`src/rtl/bot_video_pkg.sv`:
```
// Shared video constants and helpers for the RojoBot icon path.
// Heading codes, sprite geometry, rotation and sprite artwork.
package bot_video_pkg;

  localparam logic [11:0] TRANSPARENT = 12'h000;
  localparam int SPRITE_W = 16;

  localparam logic [2:0] HDG_N  = 3'd0;
  localparam logic [2:0] HDG_NE = 3'd1;
  localparam logic [2:0] HDG_E  = 3'd2;
  localparam logic [2:0] HDG_SE = 3'd3;
  localparam logic [2:0] HDG_S  = 3'd4;
  localparam logic [2:0] HDG_SW = 3'd5;
  localparam logic [2:0] HDG_W  = 3'd6;
  localparam logic [2:0] HDG_NW = 3'd7;

  // Map a screen-relative (u, v) back to the unrotated sprite; {ys, xs}.
  function automatic logic [7:0] rot_coord(
    input logic [3:0] u,
    input logic [3:0] v,
    input logic [1:0] r
  );
    logic [7:0] res;
    unique case (r)
      2'd0:    res = {v, u};
      2'd1:    res = {~u, v};
      2'd2:    res = {~v, ~u};
      default: res = {u, ~v};
    endcase
    return res;
  endfunction

  // Sprite artwork: address {base, ys, xs}; the N tip of the
  // cardinal sprite is red, a sparse diagonal lattice is clear.
  function automatic logic [11:0] sprite_word(input logic [8:0] a);
    logic [4:0]  s;
    logic [11:0] w;
    s = {1'b0, a[3:0]} + {1'b0, a[7:4]};
    if (a == 9'h008)
      w = 12'hF00;
    else if (s % 5'd5 == 5'd0)
      w = TRANSPARENT;
    else
      w = {a[8], 3'b001, a[7:0]};
    return w;
  endfunction

endpackage

```
`src/rtl/bot_sprite_rom.sv`:
```
// 512x12 synchronous-read sprite ROM.
// Words 0-255 hold the cardinal sprite, 256-511 the diagonal one.
import bot_video_pkg::*;

module bot_sprite_rom (
  input  logic        clk,
  input  logic        reset,
  input  logic [8:0]  addr,
  output logic [11:0] data
);

  logic [11:0] data_q;
  logic [11:0] data_d;

  // Table lookup feeding the registered read port.
  always_comb begin
    data_d = sprite_word(addr);
  end

  // Registered read data, cleared with the rest of the pipeline.
  always_ff @(posedge clk) begin
    if (reset) data_q <= '0;
    else       data_q <= data_d;
  end

  assign data = data_q;

endmodule

```
`src/rtl/bot_sprite_render.sv`:
```
// RojoBot icon overlay: frame-latched pose, 8-way heading, blink.
// Three-stage pipeline from pixel coordinates to botIcon/iconHit.
import bot_video_pkg::*;

module bot_sprite_render #(
  parameter int         HALF      = 8,
  parameter logic [3:0] BLINK_ACT = 4'hF,
  parameter int         BLINK_BIT = 4
) (
  input  logic        clk,
  input  logic        reset,
  input  logic [9:0]  pixCol,
  input  logic [9:0]  pixRow,
  input  logic [9:0]  locX,
  input  logic [9:0]  locY,
  input  logic [7:0]  botInfo,
  output logic [11:0] botIcon,
  output logic        iconHit
);

  logic       cond;
  logic       sof;
  logic       cond_prev_q, cond_prev_d;
  logic [9:0] locx_s_q, locx_s_d;
  logic [9:0] locy_s_q, locy_s_d;
  logic [2:0] hdg_s_q, hdg_s_d;
  logic [3:0] act_s_q, act_s_d;
  logic [5:0] frame_q, frame_d;

  logic [10:0] dx, dy;
  logic [7:0]  src;
  logic        hit1_q, hit1_d;
  logic        vis1_q, vis1_d;
  logic [8:0]  addr1_q, addr1_d;

  logic        hit2_q, hit2_d;
  logic [11:0] rom_data;

  logic [11:0] icon_q, icon_d;
  logic        ihit_q, ihit_d;

  logic unused_info;
  assign unused_info = botInfo[3];

  assign cond = (pixRow == 10'd0) && (pixCol == 10'd0);
  assign sof  = cond && !cond_prev_q;

  // Shadow pose and frame counter; the _d values double as the
  // bypass so pixel (0,0) already sees the freshly latched pose.
  always_comb begin
    cond_prev_d = cond;
    locx_s_d    = locx_s_q;
    locy_s_d    = locy_s_q;
    hdg_s_d     = hdg_s_q;
    act_s_d     = act_s_q;
    frame_d     = frame_q;
    if (sof) begin
      locx_s_d = locX;
      locy_s_d = locY;
      hdg_s_d  = botInfo[2:0];
      act_s_d  = botInfo[7:4];
      frame_d  = frame_q + 6'd1;
    end
  end

  // Stage 1: box test, blink visibility, rotated ROM address.
  always_comb begin
    dx = {1'b0, pixCol} - {1'b0, locx_s_d} + 11'(HALF);
    dy = {1'b0, pixRow} - {1'b0, locy_s_d} + 11'(HALF);
    hit1_d  = (dx < 11'(SPRITE_W)) && (dy < 11'(SPRITE_W));
    vis1_d  = !((act_s_d == BLINK_ACT) && !frame_d[BLINK_BIT]);
    src     = rot_coord(dx[3:0], dy[3:0], hdg_s_d[2:1]);
    addr1_d = {hdg_s_d[0], src};
  end

  // Stages 2 and 3: delayed hit alongside ROM data, then output mux.
  always_comb begin
    hit2_d = hit1_q && vis1_q;
    icon_d = hit2_q ? rom_data : TRANSPARENT;
    ihit_d = hit2_q && (rom_data != TRANSPARENT);
  end

  bot_sprite_rom u_rom (
    .clk   (clk),
    .reset (reset),
    .addr  (addr1_q),
    .data  (rom_data)
  );

  // All state registers; reset overrides a coincident sof.
  always_ff @(posedge clk) begin
    if (reset) begin
      cond_prev_q <= 1'b0;
      locx_s_q    <= '0;
      locy_s_q    <= '0;
      hdg_s_q     <= '0;
      act_s_q     <= '0;
      frame_q     <= '0;
      hit1_q      <= 1'b0;
      vis1_q      <= 1'b0;
      addr1_q     <= '0;
      hit2_q      <= 1'b0;
      icon_q      <= '0;
      ihit_q      <= 1'b0;
    end else begin
      cond_prev_q <= cond_prev_d;
      locx_s_q    <= locx_s_d;
      locy_s_q    <= locy_s_d;
      hdg_s_q     <= hdg_s_d;
      act_s_q     <= act_s_d;
      frame_q     <= frame_d;
      hit1_q      <= hit1_d;
      vis1_q      <= vis1_d;
      addr1_q     <= addr1_d;
      hit2_q      <= hit2_d;
      icon_q      <= icon_d;
      ihit_q      <= ihit_d;
    end
  end

  assign botIcon = icon_q;
  assign iconHit = ihit_q;

endmodule

```
`config.mk`:
```
export PLATFORM = sky130hd
export DESIGN_NAME = bot_sprite_render
export DESIGN_NICKNAME = d
export VERILOG_FILES = /design/src/rtl/bot_video_pkg.sv /design/src/rtl/bot_sprite_rom.sv /design/src/rtl/bot_sprite_render.sv
export SDC_FILE = /design/constraint.sdc
export NUM_CORES = 1
export LEC_CHECK = 0
export CORE_UTILIZATION = 53
export CTS_BUF_LIST = sky130_fd_sc_hd__clkbuf_8 sky130_fd_sc_hd__clkbuf_16
export DETAILED_ROUTE_END_ITERATION = 8
export GPL_TIMING_DRIVEN = 0
export PLACE_DENSITY = 0.9
export SYNTH_ARGS = -nofsm -noshare
export SYNTH_HDL_FRONTEND = slang
export SYNTH_SLANG_ARGS = --single-unit
```
`constraint.sdc`:
```
create_clock -name clk -period 5 [get_ports clk]
set_input_delay 0.5 -clock clk [delete_from_list [all_inputs] [get_ports clk]]
set_output_delay 0.5 -clock clk [all_outputs]
set_load 0.05 [all_outputs]
```
# == Yosys cells after proc, flatten, opt, wreduce, memory -nomap -nowiden ==
# Cells that the tools add are included.
# totals
reg_bits,71
in_bits,50
out_inout_bits,13
word_cells,55
# classes
addsub,6
n_div,1
order_cmp,2
eq_ne,4
muxes,8
n_bitwise,3
n_reduce_logical,16
# ops
op,n
$mux W12,2
$pmux W8 S3,1
$add A11 B4 Y11 const B,2
$lt A11 B5 Y1 const B,2
$sub A10 B10 Y11,2
$logic_not A10 Y1,2
$mux W10,2
$reduce_bool A12 Y1,1
$eq A9 B4 Y1 const B,1
$not A4 Y4,2
$add A6 B1 Y6 const B,1
$logic_and A1 B1 Y1,6
$add A4 B4 Y5,1
$logic_not A5 Y1,1
$mod A5 B3 Y5 const B,1
$mux W5,1
$eq A4 B4 Y1 const B,1
$mux W4,1
$logic_not A1 Y1,3
$mux W3,1
$reduce_or A3 Y1,1
$eq A2 B1 Y1 const B,1
$eq A2 B2 Y1 const B,1
$logic_not A2 Y1,1
other kinds (2),2

# == Logic depth before layout (Yosys ltp) ==
# Gate-level depths: netlist (run 1).
# depth
word_depth,8
ltp_mapped,17
mapped_depth_nobuf,16

# == By module ==
# Synthesis (run 1) repeated with hierarchy kept, for this count alone.
# unflattened
cells_unflattened,406
area_unflattened_um2,3898.7
# by_module_without_submodules
module,n_inst,cells_per_inst,area_per_inst_um2,seq_area_each_um2
bot_sprite_render,1,339,3238.1,1141.1
bot_sprite_rom,1,67,660.6,220.2

# == Worst setup path before layout (run 1) ==
# OpenSTA, ideal clock, no wires.
# synth_timing
path_type,input to register
start,input pixRow[2]
end,register hit1_q
setup_time_ps,92
t_arrival_ps,3927
required_time_ps,4908
slack_ps,981
stages,16
path_buffers,2
cell_sequence,or4_4 nor3_4 buf_2 buf_4 mux2i_1 ha_1 ha_1 inv_1 fa_1 nand2b_1 a21oi_1 xor2_1 a2111oi_0 nand4_1 nand4b_1 nor4_1
# synth_via
elab_chain_cells,8
word_cells_on_any_way,12
cone_classes,add/sub (4); order compare (2); mux (2); reduce/logical (4)
# synth_lines
element,line_no,rtl
from (decl),bot_sprite_render.sv:13,"input logic [9:0] pixRow,"
$logic_not A10 Y1,bot_sprite_render.sv:45,assign cond = (pixRow == 10'd0) && (pixCol == 10'd0);
$logic_and A1 B1 Y1,bot_sprite_render.sv:45,
$logic_and A1 B1 Y1,bot_sprite_render.sv:46,assign sof = cond && !cond_prev_q;
$mux W10,bot_sprite_render.sv:57,if (sof) begin
"$sub A10 B10 Y11, on equally long branches","bot_sprite_render.sv:68, bot_sprite_render.sv:69",
"$add A11 B4 Y11, on equally long branches","bot_sprite_render.sv:68, bot_sprite_render.sv:69",
$lt A11 B5 Y1,bot_sprite_render.sv:70,hit1_d = (dx < 11'(SPRITE_W)) && (dy < 11'(SPRITE_W));
$logic_and A1 B1 Y1 (*),bot_sprite_render.sv:70,
to (signal assigned),bot_sprite_render.sv:112,hit1_q <= hit1_d;
to (decl),bot_sprite_render.sv:32,"logic hit1_q, hit1_d;"
# Every way passes the cells marked *; elsewhere a longest branch is shown, timed or not.
# A chain may end at the register's enable or synchronous reset.

# == Worst setup path in the final report (run 1) ==
# layout_timing
start,input pixCol[8]
end,register hit1_q
# layout_via
elab_chain_cells,8
word_cells_on_any_way,12
cone_classes,add/sub (4); order compare (2); mux (2); reduce/logical (4)
# layout_lines
element,line_no,rtl
from (decl),bot_sprite_render.sv:12,"input logic [9:0] pixCol,"
$logic_not A10 Y1,bot_sprite_render.sv:45,
$logic_and A1 B1 Y1,bot_sprite_render.sv:45,
$logic_and A1 B1 Y1,bot_sprite_render.sv:46,
$mux W10,bot_sprite_render.sv:57,
"$sub A10 B10 Y11, on equally long branches","bot_sprite_render.sv:68, bot_sprite_render.sv:69",
"$add A11 B4 Y11, on equally long branches","bot_sprite_render.sv:68, bot_sprite_render.sv:69",
$lt A11 B5 Y1,bot_sprite_render.sv:70,
$logic_and A1 B1 Y1 (*),bot_sprite_render.sv:70,
# Marked as above.

==> results of run 1 <==
-- state kept, by name, indices dropped and copies added (netlist names) --
register     count
act_s_q          4
vis1_q           1
locy_s_q        10
cond_prev_q      1
frame_q          5
hit1_q           1
u_rom.data      11
iconHit          1
hdg_s_q          3
addr1_q          8
locx_s_q        10
botIcon         11
hit2_q           1
-- metal layers --
layer,global-route usage,vias up,part of all wire
li1,-,1478,-
met5,0,-,0
met1,0.271,1389,0.44
met2,0.414,86,0.50
met4,0.0847,0,0.016
met3,0.0574,12,0.053
-- through the flow --
| stage | instance area (um2) | util | setup TNS, ns | hold WS (ns) | power (uW) |
|---|---|---|---|---|---|
| after detailed placement | 4360 | 0.671 | -0.570 | 0.407 | 796 |
| final | 4630 | 0.712 | 0 | 0.419 | 1310 |
| after global routing | 4630 | 0.712 | 0 | 0.473 | 1370 |
| after global placement | 4360 | 0.671 | -0.407 | 0.408 | 786 |
| after CTS | 4600 | 0.708 | 0 | 0.419 | 1320 |
| after floorplan | 3650 | - | 0 | 0.395 | 719 |
-- power by group through the flow --
stage / registers, uW / logic, uW / clock network (uW)
2_1_floorplan: 566 / 153 / 0
3_3_place_gp: 568 / 219 / 0
3_5_place_dp: 568 / 228 / 0
4_1_cts: 556 / 231 / 529
5_1_grt: 557 / 259 / 552
6_report: 556 / 234 / 519
-- how the worst max path moves through the flow --
| stage | from | to | slack, ns | cells past startpoint |
|---|---|---|---|---|
| final | pixCol[8] | hit1_q | 0.29 | 18 |
| after detailed placement | pixCol[8] | hit1_q | -0.57 | 18 |
| after floorplan | pixRow[2] | hit1_q | 0.98 | 16 |
| after global routing | pixRow[8] | hit1_q | 0.03 | 18 |
| after global placement | pixCol[8] | hit1_q | -0.41 | 18 |
| after CTS | pixCol[8] | hit1_q | 0.05 | 18 |
-- cell type report --
type	instances	area (um2)
inverters	24	90.1
clock inverters	6	97.6
well taps	77	96.3
plain buffers	12	61.3
flip-flops and latches	67	1340
clock buffers	10	138
repair buffers	62	618
fillers	450	1870
multi-input cells	277	2180
-- synth_stat cells (all sizes together) --
master    n
and2     19
buf       6
and4b     2
xnor2     5
a2111oi   1
dfxtp    67
a31oi     2
a21oi    14
nand4     6
nor3b     1
nor3      6
inv      24
o21ai    11
nor4b     1
a221o     1
nand4b    1
a311o     1
o22ai     1
nor4      8
fa        3
mux2i    40
mux2      4
o211ai    3
o41a      1
clkbuf    6
a21o      3
ha       44
nand3     4
nor2b     9
a21boi    1
or2       3
and3      4
o41ai     1
xor2     12
o31a      1
nand2b    5
nand2    11
nor2     45
a311oi    1
or4       2
-- worst max-delay path: cells and delay by family --
kind | cells | cell delay (ns)
XOR/XNOR | 1 | 0.21
AND/OR/NAND/NOR | 7 | 1.78
AO/OA/AOI/OAI | 2 | 0.32
multiplexers | 1 | 0.32
buffers and inverters | 4 | 1.10
adder cells (fa/ha/maj) | 3 | 0.71
-- cells by family (layout without fill, tap and decap cells) --
group,after synthesis,count (layout),share of synthesized area
multiplexers,44,44,0.122
flip-flops,67,67,0.368
adder cells (fa/ha/maj),47,47,0.167
AND/OR/NAND/NOR,127,127,0.185
XOR/XNOR,17,17,0.0408
AO/OA/AOI/OAI,42,42,0.0768
buffers and inverters,36,114,0.0408
-- timing repair --
action / 4_1_cts / 5_1_grt
buffers inserted: 1 / 0
pin swaps: 1 / 0
setup endpoints to repair: 1 / 1
resized for setup: 0 / 6
==> summary.md, run 1 <==
| Metric | Value |
|---|---|
| Cell count after synthesis | `380` |
| Buffers on Ports | `61` |
| Worst Hold Class | `reg -> reg` |
| Library cells used by synthesis | `45` |
| Max-Cap Viols | `0` |
| Setup WS post-layout | `0.286 ns` |
| Sw Ratio | `0.263` |
| GRT Resource Usage Total | `0.233` |
| Initial Util | `0.562` |
| Drt initial violations | `144` |
| RSZ-0062 raised after global routing | `no` |
| Hold_sp | `vis1_q` |
| Core Region | `about 6500 um2` |
| Seq/Total Area, Yosys | `0.368` |
| Sequential share of power | `0.425` |
| Clock power frac | `0.396` |
| Post-route insts no fill | `535` |
| Die H | `85.0 um` |
| Hold depth | `2` |
| Pin count of the biggest net entering global routing | `14` |
| Synth area leaders | `dfxtp_1 37%, ha_1 15%, mux2i_1 11%, nor2_1 4.6%, and2_1 3.3%` |
| Syn avg cell area | `9.60 um2` |
| Area share of the largest cell type after synthesis | `0.368` |
| Failing checks | `design-rule violations` |
| Most used cell, CP | `ha_1` |
| Post-synthesis cell area | `3650 um2` |
| Max Slew Vio Count | `0` |
| Area delta synth->final | `26.8%` |
| Ports | `63` |
| Hold_buf cts | `0` |
| Routability congestion estimate | `0.905` |
| VDD IR-drop max | `0.000219 V` |
| Setup Slack @ Placement | `-0.570 ns` |
| R2r setup slk | `between 1 and 1.5 ns` |
| Clock Latency Late Sink | `0.35 ns` |
| Sink Count | `67` |
| Vias in the first global route | `about 2900` |
| Cells after DPL | `roughly 520` |
| Hold Path End | `hit2_q` |
| Max stage delay on crit path | `~0.52 ns` |
| Remaining DRCs | `6` |
| Status | `complete, but fails checks` |
| R2r endpoint | `hit1_q` |
| Final nets | `550` |
| Most frequent cells in the layout | `67 x dfxtp_1, 61 x clkdlybuf4s50_1, 45 x nor2_1` |
| Final number of setup-violating endpoints | `0` |
| CP Class | `in -> reg` |
| R2R depth | `15` |
| CP required | `between 5 and 6 ns` |
| Antenna Nets Post-Route | `0` |
| Crit path launch type | `primary input` |
| Die extent in x | `about 85 um` |
| Clock slew at reported path FFs | `~0.07 ns` |
| Drt total wl | `~8000 um` |
| Initial antenna violation count | `0` |
| H-tree Lvls | `3` |
| CP max stage cell | `clkdlybuf4s50_1` |
| Crit path max fanout | `10` |
| Aggregate global routing overflow | `0` |
| Synth Warn # | `0` |
| Die Footprint | `just over 7000 um2` |
| DR vias | `2965` |
| Rel. slew slack | `0.575` |
| Root Driver | `clkbuf_8` |
| TritonRoute pass-1 iters | `7` |
| CTS Buf Count | `9` |
| Antenna Cells | `0` |
| Routed WL per cell | `between 10 and 15 um` |
| Fmax | `about 210 MHz` |
| Post-layout min period | `between 4 and 5 ns` |
| Hold Vio Cnt, Final | `0` |
| #FFs+latches synth | `67` |
| Syn_nets | `477` |
| Max clock buf depth | `2` |
| Pleak | `a little under 0.002 uW` |
| Arrival @ worst endpoint | `~5 ns` |
| Global-route wire length before repair | `about 13000 um` |
| Fraction of layout cells with a size suffix above 1 | `0.0764` |
| Dominant cell type by area after synthesis | `dfxtp_1` |
| Cell Chain, Critical Path | `clkdlybuf4s50_1, nor4_4, nand4_1, nor3_4, clkbuf_4, buf_4, mux2i_2, ha_1, ha_1, inv_1, fa_1, nand2b_1, a21oi_1, or4_1, a31oi_1, xor2_1, nand4b_1, nor4_1` |
| P_sw | `345 uW` |
| Total power density per cell area | `283 nW/um2` |
| Int Pwr | `~960 uW` |
| Row count | `29` |
| Critical path endpoint category | `flip-flop` |
| Post-DP HPWL | `6040 um` |
| Vias per cell | `5.54` |
| Most common cell after layout, fill and taps aside | `dfxtp_1` |
| Final setup skew | `roughly 0.009 ns` |
| Reg2reg start | `cond_prev_q` |
| Final period util | `0.943` |
| Combinational share of power | `0.179` |
| Worst Tran Pin Value | `between 0.6 and 0.7 ns` |
| CTS tree | `yes` |
(Power assumes the default switching activity.)
==> run 2, diff against run 1 <==
--- a/config.mk
+++ b/config.mk
@@ -13,3 +13,4 @@
 export SYNTH_ARGS = -nofsm -noshare
 export SYNTH_HDL_FRONTEND = slang
 export SYNTH_SLANG_ARGS = --single-unit
+export TNS_END_PERCENT = 5
==> results of run 2 <==
Same layout as run 1: the final DEF is identical, and so are final timing and power.
